==> config.mk <==
export PLATFORM = sky130hd
export DESIGN_NAME = conv33_window
export DESIGN_NICKNAME = d
export VERILOG_FILES = /design/src/rtl/conv33_pkg.sv /design/src/rtl/conv33_line_buf.sv /design/src/rtl/conv33_window.sv
export SDC_FILE = /design/constraint.sdc
export NUM_CORES = 1
export LEC_CHECK = 0
export ABC_AREA = 1
export BUFFER_PORTS_ARGS = -buffer_cell sky130_fd_sc_hd__buf_2
export CAP_MARGIN = 20
export CORE_UTILIZATION = 61
export CTS_CLUSTER_DIAMETER = 30
export CTS_CLUSTER_SIZE = 8
export DETAILED_ROUTE_END_ITERATION = 10
export PLACE_DENSITY = 0.79
export SLEW_MARGIN = 20
export SYNTH_ARGS = -nofsm -noshare
export SYNTH_HDL_FRONTEND = slang
export SYNTH_SLANG_ARGS = --single-unit
==> constraint.sdc <==
create_clock -name clk -period 3.35 [get_ports clk]
set_input_delay 0.335 -clock clk [delete_from_list [all_inputs] [get_ports clk]]
set_output_delay 0.335 -clock clk [all_outputs]
set_load 0.005 [all_outputs]
==> src/rtl/conv33_pkg.sv <==
// Shared types and default dimensions for the conv33 sliding-window datapath.
package conv33_pkg;

  localparam int DATA_WIDTH         = 8;
  localparam int IMG_WIDTH_DEFAULT  = 28;
  localparam int IMG_HEIGHT_DEFAULT = 28;

  typedef logic signed [DATA_WIDTH-1:0] pix_t;

endpackage

==> src/rtl/conv33_line_buf.sv <==
// One image row of pixel storage: combinational read and synchronous write at a shared address.
module conv33_line_buf
  import conv33_pkg::*;
#(
  parameter int DEPTH      = IMG_WIDTH_DEFAULT,
  parameter int DATA_WIDTH = conv33_pkg::DATA_WIDTH,
  localparam int AW        = $clog2(DEPTH)
) (
  input  logic                         clk,
  input  logic [AW-1:0]                addr,
  input  logic                         we,
  input  logic signed [DATA_WIDTH-1:0] wdata,
  output logic signed [DATA_WIDTH-1:0] rdata
);

  // No reset: stale contents are never flagged valid before being rewritten.
  logic signed [DATA_WIDTH-1:0] mem_q [DEPTH];

  always_ff @(posedge clk) begin
    if (we) mem_q[addr] <= wdata;
  end

  assign rdata = mem_q[addr];

endmodule

==> src/rtl/conv33_window.sv <==
// Raster-stream 3x3 window generator feeding conv33_calc (valid convolution, no padding).
// Build option CONV33_WIN_STRIDE2_EN: flag only every second window in each direction.
module conv33_window
  import conv33_pkg::*;
#(
  parameter int IMG_WIDTH  = IMG_WIDTH_DEFAULT,
  parameter int IMG_HEIGHT = IMG_HEIGHT_DEFAULT,
  parameter int DATA_WIDTH = conv33_pkg::DATA_WIDTH
) (
  input  logic                            clk,
  input  logic                            rst,
  input  logic signed [DATA_WIDTH-1:0]    pix_in,
  input  logic                            pix_valid,
  input  logic                            pix_sof,
  output logic signed [DATA_WIDTH-1:0]    data_0_0,
  output logic signed [DATA_WIDTH-1:0]    data_0_1,
  output logic signed [DATA_WIDTH-1:0]    data_0_2,
  output logic signed [DATA_WIDTH-1:0]    data_1_0,
  output logic signed [DATA_WIDTH-1:0]    data_1_1,
  output logic signed [DATA_WIDTH-1:0]    data_1_2,
  output logic signed [DATA_WIDTH-1:0]    data_2_0,
  output logic signed [DATA_WIDTH-1:0]    data_2_1,
  output logic signed [DATA_WIDTH-1:0]    data_2_2,
  output logic                            conv33_en,
  output logic [$clog2(IMG_HEIGHT)-1:0]   win_row,
  output logic [$clog2(IMG_WIDTH)-1:0]    win_col,
  output logic                            frame_done
);

  localparam int CW = $clog2(IMG_WIDTH);
  localparam int RW = $clog2(IMG_HEIGHT);

`ifdef CONV33_WIN_STRIDE2_EN
  localparam bit STRIDE2 = 1'b1;
`else
  localparam bit STRIDE2 = 1'b0;
`endif

  // Input position of the pixel that completes the final flagged window.
  localparam int LAST_COL = STRIDE2 ? 2 + 2 * ((IMG_WIDTH - 3) / 2)  : IMG_WIDTH - 1;
  localparam int LAST_ROW = STRIDE2 ? 2 + 2 * ((IMG_HEIGHT - 3) / 2) : IMG_HEIGHT - 1;

  localparam logic [CW-1:0] COL_MAX  = CW'(IMG_WIDTH - 1);
  localparam logic [CW-1:0] COL_ONE  = CW'(1);
  localparam logic [CW-1:0] COL_TWO  = CW'(2);
  localparam logic [CW-1:0] COL_LAST = CW'(LAST_COL);
  localparam logic [RW-1:0] ROW_MAX  = RW'(IMG_HEIGHT - 1);
  localparam logic [RW-1:0] ROW_ONE  = RW'(1);
  localparam logic [RW-1:0] ROW_TWO  = RW'(2);
  localparam logic [RW-1:0] ROW_LAST = RW'(LAST_ROW);

  logic [CW-1:0] col_q, col_d, cur_col, col_off;
  logic [RW-1:0] row_q, row_d, cur_row, row_off;
  logic [CW-1:0] win_col_q, win_col_d;
  logic [RW-1:0] win_row_q, win_row_d;
  logic          en_q, en_d;
  logic          fd_q, fd_d;
  logic          sof_hit;
  logic          hit;

  logic signed [DATA_WIDTH-1:0] lb0_rd, lb1_rd;
  logic signed [DATA_WIDTH-1:0] win_q [3][3];

  always_comb begin
    sof_hit   = pix_valid & pix_sof;
    cur_col   = sof_hit ? '0 : col_q;
    cur_row   = sof_hit ? '0 : row_q;
    col_d     = col_q;
    row_d     = row_q;
    win_col_d = win_col_q;
    win_row_d = win_row_q;

    if (pix_valid) begin
      if (cur_col == COL_MAX) begin
        col_d = '0;
        row_d = (cur_row == ROW_MAX) ? '0 : cur_row + ROW_ONE;
      end else begin
        col_d = cur_col + COL_ONE;
        row_d = cur_row;
      end
    end

    col_off = cur_col - COL_TWO;
    row_off = cur_row - ROW_TWO;
    hit     = (cur_col >= COL_TWO) && (cur_row >= ROW_TWO);
    if (STRIDE2) hit = hit & ~col_off[0] & ~row_off[0];

    en_d = pix_valid & hit;
    fd_d = en_d && (cur_col == COL_LAST) && (cur_row == ROW_LAST);
    if (en_d) begin
      win_col_d = STRIDE2 ? (col_off >> 1) : col_off;
      win_row_d = STRIDE2 ? (row_off >> 1) : row_off;
    end
  end

  // line0 holds row-2, line1 holds row-1; the oldest row shifts up as the new pixel lands.
  conv33_line_buf #(.DEPTH(IMG_WIDTH), .DATA_WIDTH(DATA_WIDTH)) u_line0 (
    .clk   (clk),
    .addr  (cur_col),
    .we    (pix_valid),
    .wdata (lb1_rd),
    .rdata (lb0_rd)
  );

  conv33_line_buf #(.DEPTH(IMG_WIDTH), .DATA_WIDTH(DATA_WIDTH)) u_line1 (
    .clk   (clk),
    .addr  (cur_col),
    .we    (pix_valid),
    .wdata (pix_in),
    .rdata (lb1_rd)
  );

  always_ff @(posedge clk or posedge rst) begin
    if (rst) begin
      col_q     <= '0;
      row_q     <= '0;
      win_col_q <= '0;
      win_row_q <= '0;
      en_q      <= 1'b0;
      fd_q      <= 1'b0;
    end else begin
      col_q     <= col_d;
      row_q     <= row_d;
      win_col_q <= win_col_d;
      win_row_q <= win_row_d;
      en_q      <= en_d;
      fd_q      <= fd_d;
    end
  end

  always_ff @(posedge clk or posedge rst) begin
    if (rst) begin
      for (int r = 0; r < 3; r++) begin
        for (int c = 0; c < 3; c++) win_q[r][c] <= '0;
      end
    end else if (pix_valid) begin
      for (int r = 0; r < 3; r++) begin
        win_q[r][0] <= win_q[r][1];
        win_q[r][1] <= win_q[r][2];
      end
      win_q[0][2] <= lb0_rd;
      win_q[1][2] <= lb1_rd;
      win_q[2][2] <= pix_in;
    end
  end

  assign data_0_0   = win_q[0][0];
  assign data_0_1   = win_q[0][1];
  assign data_0_2   = win_q[0][2];
  assign data_1_0   = win_q[1][0];
  assign data_1_1   = win_q[1][1];
  assign data_1_2   = win_q[1][2];
  assign data_2_0   = win_q[2][0];
  assign data_2_1   = win_q[2][1];
  assign data_2_2   = win_q[2][2];
  assign conv33_en  = en_q;
  assign frame_done = fd_q;
  assign win_row    = win_row_q;
  assign win_col    = win_col_q;

endmodule

==> qor.yml, run 1 <==
worstHoldStart: "pix_in[7]"
cp_data_required_time_ns: 3.89
power_leakage_nw: 11.5
critPathKind: "register to register"
final_nets: 2299
max_freq_mhz: 355
max_cap_violations: 0
drtPass1Iterations: 6
mappedNetlistArea_um2: 22500
final_common_cell: "nand2_1"
min_period_ns: 2.81
grtUsageMet2: 0.519
cts.sinks: 542
gr-max-usage-layer: "met2"
cts_root_buf: "clkbuf_16"
drtIter0Drc: 2068
cpPeakStageDelay_ns: 0.59
drv_slew: 0
clockBufferDepth: 3
cts_tree: "yes"
endpoint_kind: "register"
initial_utilization: 0.618
core_area_um2: 36400
met3_usage: 0.0778
insertion_delay_ns: 0.61
path_cells: "nand2_8 -> nor2_4 -> buf_4 -> buf_4 -> nand2_1 -> nand3_1 -> nand2_1 -> nand2_1 -> nand2_1 -> nand3_1 -> buf_4 -> nand2_1 -> nand2_1"
cp_num_buf_inv: 3
avgSynthCellArea_um2: 10.7
yosysWarningCount: 0
layout_common_cells: "nand2_1 (859), edfxtp_1 (448), nand3_1 (204), inv_1 (166), clkbuf_16 (104)"
wl_per_cell_um: 21.6
ys_ff_latch: 542
startpoint_type: "register"
hp-class: "input port to register"
grt.total_usage: 0.331
skew_ns: 0.0242
clk_pin_slew_worst_paths_ns: 0.05
rsz0062_at_grt: "false"
setup_viol: 0
synthDistinctLibCells: 34
worst_slew_pin_slew_ns: 0.938
finalCritPeriodShare: 0.840
synth_nets: 2116
status: "completed"
cts.htree.levels: 3
grt_first_pass_wirelength_um: 93300
fin_tns_setup_ns: 0
ios: 96
routed_wl_um: 61200
drc_errors: 0
hold_viol: 0
crit_family: "simple AND/OR/NAND/NOR gates"
die_h_um: 194
vias_per_cell: 5.79
postCtsSetupBuffers: 0
crit_slowest_cell: "dfrtp_1"
diodes: 0
die-area_um2: 37700
total_power_mw: 21.8
drive_gt1_frac: 0.150
critPathLaunch: "col_q[1]"
r2r-start: "col_q[1]"
critPathArrivalTime_ns: 3.36
port_buffers: 95
n_fill_cell: 2253
ys_seq_area_frac: 0.702
path_common_cell: "nand2_1"
vdd_ir_drop_max_mv: 0.611
power_density_nw_per_um2: 806
area.growth.synth_to_final_pct: 19.9
grt_pass1_vias: 16100
synthCells: 2099
slew_headroom: 0.374
gp_congestion: 0.913
gr-usage-met1: 0.438
dr_total_vias: 16400
utilization: 0.741
overflow: 0
dp_hpwl_um: 35900
die_x_um: 194
grt_start_max_net_pins: 89
grt_antenna_before_repair: 2
crit_fanout: 32
cts_made_buffers: 99
antenna_left: 0
core.rowCount: 70
report_power, final:
part / total (mW) / internal (mW) / switching (mW)
clock network: 9.55 / 6.39 / 3.16
registers: 8.58 / 8.28 / 0.299
logic: 3.63 / 1.01 / 2.62
total: 21.8 / 15.7 / 6.08
synthesized netlist by cell type, drive strengths merged:
cell	number	area, um^2
a21oi	29	145
buf	76	433
clkbuf	22	82.6
dfrtp	94	2350
edfxtp	448	13500
ha	5	62.6
inv	175	657
nand2	866	3300
nand3	206	1040
nand3b	28	210
nand4	7	43.8
nor2	77	324
nor3	1	10.0
o211ai	13	97.6
o21a	1	7.51
o21ai	40	208
o21bai	1	7.51
o221ai	3	26.3
o22ai	1	6.26
or2	2	12.5
xnor2	1	8.76
xor2	3	26.3
timing repair:
| item | 4_1_cts | 5_1_grt |
|---|---|---|
| gates resized for setup | 0 | 0 |
| hold buffers | 1 | 0 |
| endpoints found under the hold margin | 54 | 0 |
through the flow:
| stage | cells | hold WS [ns] | instance area (um^2) | worst slack [ns] |
|---|---|---|---|---|
| finish | 2829 | 0.345 | 27000 | 0.536 |
| global route | 2829 | 0.370 | 27000 | 0.392 |
| CTS | 2829 | 0.347 | 27000 | 0.645 |
| detailed placement | 2648 | 0.457 | 23800 | 0.544 |
| global placement | 2648 | 0.449 | 23800 | 0.561 |
| floorplan | 2099 | 0.434 | 22500 | 0.566 |
state kept, by name, summed over array words and instances (netlist names):
| register | flops |
|---|---|
| win_col | 5 |
| data_1_2 | 8 |
| frame_done | 1 |
| u_line0.mem_q | 224 |
| u_line1.mem_q | 224 |
| col_q | 5 |
| data_1_0 | 8 |
| row_q | 5 |
| data_0_2 | 8 |
| data_2_0 | 8 |
| data_2_2 | 8 |
| data_1_1 | 8 |
| win_row | 5 |
| conv33_en | 1 |
| data_0_0 | 8 |
| data_0_1 | 8 |
| data_2_1 | 8 |
path summary, 6_finish.rpt:
kind                                    end  slack [ns]  depth (start not counted)
worst max register to register  data_1_2[2]        0.54                         13
worst min register to register  data_1_0[0]        0.47                          2
max in group asynchronous       data_1_1[1]        2.08                          4
worst max-delay path            data_1_2[2]        0.54                         13
worst min-delay path            data_2_2[7]        0.35                          3
min in group asynchronous       data_1_0[2]        0.42                          3
worst min-delay path: stages:
cell and delay, ns:
buf_2 0.33, nand2_1 0.16, nand2_1 0.05
logic make-up (layout without fill, tap and decap cells):
family	count (synthesis)	count (layout)	synth area share
AND/OR/NAND/NOR	1187	1187	0.220
flip-flops	542	542	0.702
buffers and inverters	273	535	0.0521
AO/OA/AOI/OAI	88	88	0.0221
adder cells (fa/ha/maj)	5	5	0.00278
XOR/XNOR	4	4	0.00156
per-layer routing:
metal,share of wire,routed length [um]
met4,0.042,2560
met3,0.11,6980
met5,0.00044,27
met2,0.47,28800
met1,0.37,22800
final cells by class:
cell class                      instances  area (um^2)  share of cell area
Sequential cell                       542        15800               0.586
Multi-Input combinational cell       1284         5540               0.205
Clock buffer                          135         2760               0.102
Timing Repair Buffer                  180         1170              0.0432
Inverter                              175          659              0.0244
Tap cell                              468          586              0.0217
Clock inverter                         45          468              0.0173
Note: power is estimated with default switching activity, not from simulation.
==> run 2: changes to the inputs <==
--- a/config.mk
+++ b/config.mk
@@ -8,11 +8,11 @@
 export ABC_AREA = 1
 export BUFFER_PORTS_ARGS = -buffer_cell sky130_fd_sc_hd__buf_2
 export CAP_MARGIN = 20
-export CORE_UTILIZATION = 61
+export CORE_UTILIZATION = 55
 export CTS_CLUSTER_DIAMETER = 30
 export CTS_CLUSTER_SIZE = 8
 export DETAILED_ROUTE_END_ITERATION = 10
-export PLACE_DENSITY = 0.79
+export PLACE_DENSITY = 0.75
 export SLEW_MARGIN = 20
 export SYNTH_ARGS = -nofsm -noshare
 export SYNTH_HDL_FRONTEND = slang
==> constraint.sdc (replaced) <==
create_clock -name clk -period 2.3 [get_ports clk]
set_input_delay 0.23 -clock clk [delete_from_list [all_inputs] [get_ports clk]]
set_output_delay 0.23 -clock clk [all_outputs]
set_load 0.005 [all_outputs]
==> run 2 against run 1 <==
  * The flow now finishes with violations (negative setup slack)
  * Highest routed layer is now met4
  * Global-route usage fell by 3.0 points
  * Sequential cell count did not move
  * Critical path depth fell by 3
  * Register-to-register slack got worse by 0.55 ns
  * Final cell count rose by 4.2%
==> qor.yml, run 2 (synthesis gave the netlist of run 1 again) <==
status: "complete, but fails checks"
violations: "negative setup slack"
cts.sinks: 542  # unchanged
initial_utilization: 0.562  # -0.0564
hp-class: "input port to register"
max_freq_mhz: 432  # +21%
diodes: 0  # unchanged
dp_hpwl_um: 37200  # +3.5%
critPathArrivalTime_ns: 2.67  # -0.69 ns
setup_ws_ns: -0.0169  # -0.553 ns
endpoint_kind: "register"
slew_headroom: 0.450  # +0.0752
max_cap_violations: 0  # unchanged
cp_data_required_time_ns: 2.66  # -1.23 ns
routed_wl_um: 61900  # +1.2%
final_common_cell: "nand2_1"
critical_path_depth: 10  # -3
ios: 96  # unchanged
grt_start_max_net_pins: 78  # -12%
whs_path_depth: 3  # unchanged
fin_tns_setup_ns: -0.118  # -0.118 ns
skew_ns: 0.0229  # -0.00136 ns
clk_pin_slew_worst_paths_ns: 0.05  # about the same
drtPass1Iterations: 8  # +2
vdd_ir_drop_max_mv: 0.763  # +25%
reg2reg_depth: 10  # -3
grt.total_usage: 0.302  # -0.0296
clockBufferDepth: 3  # unchanged
drtIter0Drc: 1852  # -10%
place_worst_setup_slack_ns: -0.122  # -0.666 ns
crit_fanout: 33  # +3.1%
hold_viol: 0  # unchanged
dr_total_vias: 16700  # +1.7%
startpoint_type: "register"
grt_antenna_before_repair: 0  # -2
port_buffers: 95  # unchanged
grt_first_pass_wirelength_um: 93700  # +0.44%
min_period_ns: 2.32  # -0.497 ns
cts_made_buffers: 106  # +7.1%
worst_slew_pin_slew_ns: 0.826  # -0.113 ns
crit_family: "simple AND/OR/NAND/NOR gates"
setup_viol: 10  # +10
gp_congestion: 0.998  # +9.3%
final_nets: 2350  # +2.2%
fin_area_um2: 28000  # +3.8%
power_density_nw_per_um2: 1170  # +46%
drive_gt1_frac: 0.176  # +0.0259
antenna_left: 0  # unchanged
cts_tree: "yes"
drc_errors: 0  # unchanged
path_common_cell: "nand2_1"
top_regs: "u_line0.mem_q: 224 flops, u_line1.mem_q: 224 flops"
die_x_um: 204  # +5.3%
overflow: 0  # unchanged
cp_num_buf_inv: 3  # unchanged
layout_common_cells: "nand2_1 (859), edfxtp_1 (448), nand3_1 (202), inv_1 (166), clkbuf_16 (108)"
wl_per_cell_um: 21.0  # -2.9%
cpPeakStageDelay_ns: 0.44  # -0.15 ns
place_area_um2: 24400  # +2.8%
vias_per_cell: 5.66  # -2.3%
path_cells: "inv_1 -> nor2_4 -> buf_12 -> nand2_1 -> nand3_1 -> nand2_1 -> nand2_1 -> nor2_1 -> nand3_2 -> buf_12"
critPathKind: "register to register"
drv_slew: 0  # unchanged
die-area_um2: 41800  # +11%
insertion_delay_ns: 0.64  # +0.03 ns
power_leakage_nw: 12.0  # +3.9%
cts_root_buf: "clkbuf_16"
core_area_um2: 40100  # +10%
rsz0062_at_grt: "true"
finalCritPeriodShare: 1.01  # +0.167
crit_slowest_cell: "dfrtp_2"
core.rowCount: 73  # +4.3%
die_h_um: 204  # +5.3%
worst_hold_slack_ns: 0.221  # -0.124 ns
cts.htree.levels: 3  # unchanged
area.growth.synth_to_final_pct: 24.4
grt_pass1_vias: 16300  # +0.87%
-- run 2: cell types whose count changed in the layout (fill, tap and decap cells not counted), sizes merged --
cell,before,now
inv,176,178
clkbuf,135,132
clkinvlp,7,11
buf,179,222
clkinv,28,43
-- run 2: power breakdown --
group          total, mW  leakage [nW]  switching (mW)  internal (mW)
registers           12.4          5.22           0.394           12.1
logic               5.70          5.05            3.84           1.86
clock network       14.7          1.70            5.00           9.72
total               32.9          12.0            9.23           23.6
-- run 2: final timing paths --
kind	startpoint	slack, ns	to
worst max-delay path	col_q[0]	-0.02	u_line0.mem_q[26][5]
worst min-delay path	pix_in[2]	0.22	data_2_2[2]
worst max register to register	col_q[0]	-0.02	u_line0.mem_q[26][5]
worst min register to register	data_1_0[1]	0.46	data_1_0[1]
max in group asynchronous	rst	1.30	data_1_0[3]
min in group asynchronous	rst	0.27	data_1_1[1]
-- run 2: what timing repair did --
action / 4_1_cts / 5_1_grt
buffers inserted: 0 / 0
gates cloned: 0 / 1
gates resized for setup: 3 / 9
hold buffers: 1 / 0
endpoints found under the setup margin: 51 / 121
hold endpoints to repair: 29 / 0
-- run 2: routing by layer --
metal,vias to the layer above,routed length [um],global-route usage
met2,957,29600,0.481
met4,0,2900,0.151
li1,7453,-,-
met1,8062,23600,0.399
met5,-,0,0
met3,201,5790,0.0555
-- run 2: final cells by class --
class	instances	area [um^2]
inverter	175	661
fill	2722	12100
clock buffer	131	2840
timing repair buffer	224	1810
tap	525	657
clock inverter	66	659
sequential	542	15800
multi-input combinational	1284	5570
-- run 2: per-stage QoR --
step,power [mW],utilization,std cells
after detailed placement,18.1,0.609,2748
final,32.9,0.698,2947
after global placement,17.9,0.609,2748
after global routing,33.9,0.698,2947
after CTS,32.9,0.697,2946
after floorplan,15.3,-,2099
-- run 2: worst reg2reg max path, cell delays in order, from the launching register on --
cell and delay [ns]:
dfrtp_2 0.44, inv_1 0.21, nor2_4 0.09, buf_12 0.19, nand2_1 0.09, nand3_1 0.08
nand2_1 0.11, nand2_1 0.11, nor2_1 0.29, nand3_2 0.20, buf_12 0.22
==> run 3: changes to the inputs <==
--- a/config.mk
+++ b/config.mk
@@ -5,7 +5,6 @@
 export SDC_FILE = /design/constraint.sdc
 export NUM_CORES = 1
 export LEC_CHECK = 0
-export ABC_AREA = 1
 export BUFFER_PORTS_ARGS = -buffer_cell sky130_fd_sc_hd__buf_2
 export CAP_MARGIN = 20
 export CORE_UTILIZATION = 55
==> run 3 against run 2 <==
  * The run ends with design-rule violations, negative setup slack left
  * Register-to-register slack worse by 0.23 ns
  * Synthesized area down 4.2%
  * Sequential power about the same
  * Core utilization up 3.4 points
  * Synthesized cell count down 37%
  * Combinational power down 3%
  * Cell area up 1.1%
  * First-iteration DRC count up 19%
  * Critical endpoint is now data_0_2[3]
==> qor.yml, run 3 <==
status: "complete, but fails checks"
violations: "design-rule violations, negative setup slack"
clockBufferDepth: 3  # unchanged
ys_ff_latch: 542  # unchanged
cp_data_required_time_ns: 2.75  # +0.09 ns
core.rowCount: 72  # -1.4%
top_regs: "u_line0.mem_q: 224 flops, u_line1.mem_q: 224 flops"
pwr-share-comb: 0.176  # +0.003
layout_common_cells: "edfxtp_1 (448), buf_4 (157), clkbuf_16 (114), buf_2 (94), mux2_2 (92)"
critPathArrivalTime_ns: 3.00  # +0.33 ns
grt_first_pass_wirelength_um: 88300  # -5.7%
cts.htree.levels: 3  # unchanged
synthTopCellsByCount: "edfxtp_1 (448), dfrtp_1 (94), mux2_2 (94), mux2i_1 (87)"
area.growth.synth_to_final_pct: 31.2
synth_top_area_share: 0.624  # +0.0262
min_period_ns: 2.55  # +0.233 ns
p_switching_mw: 8.34  # -9.7%
final_common_cell: "edfxtp_1"
wl_per_cell_um: 29.8  # +42%
dp_hpwl_um: 37600  # +1.1%
endpoint_kind: "register"
place_area_um2: 24100  # -1.3%
drive_gt1_frac: 0.377  # +0.201
utilization: 0.732  # +0.0339
rsz0062_at_grt: "true"
grt.total_usage: 0.307  # +0.00561
initial_utilization: 0.558  # -0.00344
cts_made_buffers: 98  # -7.5%
final_nets: 1680  # -29%
vias_per_cell: 6.66  # +18%
synth_nets: 1346  # -36%
mappedNetlistArea_um2: 21600  # -4.2%
hp-class: "input port to register"
switching_share: 0.264  # -0.0167
synth_ff_type: "edfxtp_1"
power_leakage_nw: 10.6  # -12%
synthAdderAreaFrac: 0.00290  # +0.000122
synthCells: 1329  # -37%
worst_slew_pin_slew_ns: 0.836  # +0.0104 ns
die_x_um: 200  # -2.1%
dr_total_vias: 15100  # -9.7%
ios: 96  # unchanged
crit_slowest_cell: "dfrtp_4"
core_area_um2: 38600  # -3.6%
place_worst_setup_slack_ns: -0.219  # -0.0967 ns
cts_root_buf: "clkbuf_16"
synth_top_area_cell: "edfxtp_1"
total_power_mw: 31.6  # -3.9%
port_buffers: 95  # unchanged
synth_top_family_by_area: "multiplexers"
p_int_mw: 23.2  # -1.7%
drc_errors: 2  # +2
seq_power_share: 0.382  # +0.003
synthDistinctLibCells: 73  # +110%
antenna_left: 0  # unchanged
grt_start_max_net_pins: 67  # -14%
hold_viol: 0  # unchanged
cpPeakStageDelay_ns: 0.50  # +0.06 ns
skew_ns: 0.0501  # +0.0272 ns
cts.sinks: 542  # unchanged
vdd_ir_drop_max_mv: 0.693  # -9.2%
wl_met3_um: 8900  # +54%
drtIter0Drc: 2200  # +19%
setup_ws_ns: -0.250  # -0.233 ns
routed.top_layer: "met5"
clk_pin_slew_worst_paths_ns: 0.05  # about the same
path_cells: "buf_12 -> buf_4 -> mux2i_1 -> a2bb2oi_1 -> o221ai_1 -> and4_1 -> a41oi_1"
async_flop_share: 0.173  # unchanged
avgSynthCellArea_um2: 16.2  # +51%
synth_compound_area_frac: 0.0910  # +0.0689
routed_wl_um: 67300  # +8.8%
synthTopCellsByArea: "edfxtp_1 (62%), dfrtp_1 (11%), mux2_2 (4.9%), mux2i_1 (4.0%), nand2_1 (1.4%)"
synthXorXnorAreaFrac: 0.00203  # +0.000474
overflow: 0  # unchanged
wl_met1_um: 23100  # -1.9%
drv_slew: 0  # unchanged
finalCritPeriodShare: 1.11  # +0.101
yosysWarningCount: 0  # unchanged
die-area_um2: 40000  # -4.2%
grt_antenna_before_repair: 2  # +2
wl_met2_um: 30800  # +3.8%
crit_fanout: 20  # -39%
cts_tree: "yes"
synthMuxAreaShare: 0.0915  # +0.0915
slew_headroom: 0.443  # -0.00691
worst_hold_slack_ns: 0.154  # -0.0669 ns
fin_tns_setup_ns: -42.98  # -42.86 ns
startpoint_type: "register"
grt_pass1_vias: 14100  # -14%
fin_area_um2: 28300  # +1.1%
gp_congestion: 0.930  # -6.8%
yosysMostFrequentCell: "edfxtp_1"
insertion_delay_ns: 0.65  # about the same
max_cap_violations: 0  # unchanged
setup_viol: 436  # +426
critPathKind: "register to register"
synth-edff-count: 448  # unchanged
die_h_um: 200  # -2.1%
ys_seq_area_frac: 0.733  # +0.0308
drtPass1Iterations: 10  # +2
dpl.cell_count: 2051  # -25%
synthSimpleGateAreaFrac: 0.0526  # -0.167
power_density_nw_per_um2: 1120  # -5.0%
power_frac_clock: 0.442  # -0.006
max_freq_mhz: 392  # -9.1%
fin_cells: 2260  # -23%
[run 3: cell count changes after synthesis, moves of 28 or more]
cell,delta
mux2_2,+94
nand2_1,-776
mux2i_1,+87
nand3b_1,-28
o221ai_1,+31
inv_1,-160
nand3_1,-191
a21oi_1,+28
[run 3: path summary, 6_finish.rpt]
check / start / to / slack, ns / cells after the start
max in group asynchronous: rst / data_2_0[1] / 1.33 / 4
hold reg to reg: win_row[2] / win_row[2] / 0.48 / 2
hold / removal: pix_in[6] / u_line1.mem_q[11][6] / 0.15 / 1
setup / recovery: col_q[0] / data_0_2[3] / -0.25 / 7
setup reg to reg: col_q[0] / data_0_2[3] / -0.25 / 7
min in group asynchronous: rst / win_col[1] / 0.27 / 3
[run 3: area by class of cell]
cell class / count / area, um^2
Fill cell: 2094 / 10300
Antenna cell: 1 / 2.50
Clock inverter: 46 / 505
Tap cell: 518 / 648
Sequential cell: 542 / 15800
Clock buffer: 132 / 2720
Inverter: 10 / 43.8
Multi-Input combinational cell: 693 / 5640
Timing Repair Buffer: 318 / 2940
[run 3: cells by family after synthesis]
kind of cell               Yosys count
and+or+nand+nor                    234
buffers and inverters               94
DFF                                542
muxes                              183
xor gates and xnor gates             5
AOI/OAI and AO/OA                  266
adders and majority gates            5
[run 3: worst max-delay path, delay by kind of cell, from the launching register on]
family,cells,cell delay [ns]
simple gates,1,0.48
mux,1,0.30
flops,1,0.50
compound gates,3,0.57
buf+inv,2,0.50
[run 3: what timing repair did]
| item | in CTS | in global routing |
|---|---|---|
| setup endpoints to repair | 317 | 273 |
| pin swaps | 4 | 12 |
| buffers inserted | 1 | 14 |
| gates cloned | 0 | 13 |
| endpoints found under the hold margin | 21 | 0 |
| hold buffers | 2 | 0 |
| gates resized for setup | 28 | 74 |
[run 3: power by group through the flow]
stage	clock (mW)	sequential, mW	combinational, mW
after floorplan	0	12.1	2.10
after global placement	0	12.2	4.19
after detailed placement	0	12.2	4.31
after CTS	13.9	12.0	4.47
after global routing	14.5	12.1	5.71
final	14.0	12.1	5.54
[run 3: per-layer routing]
| metal | GRT usage | vias to the layer above |
|---|---|---|
| met5 | 0 | - |
| met4 | 0.155 | 2 |
| met3 | 0.0694 | 342 |
| met2 | 0.490 | 1408 |
| met1 | 0.399 | 7359 |
| li1 | - | 5941 |
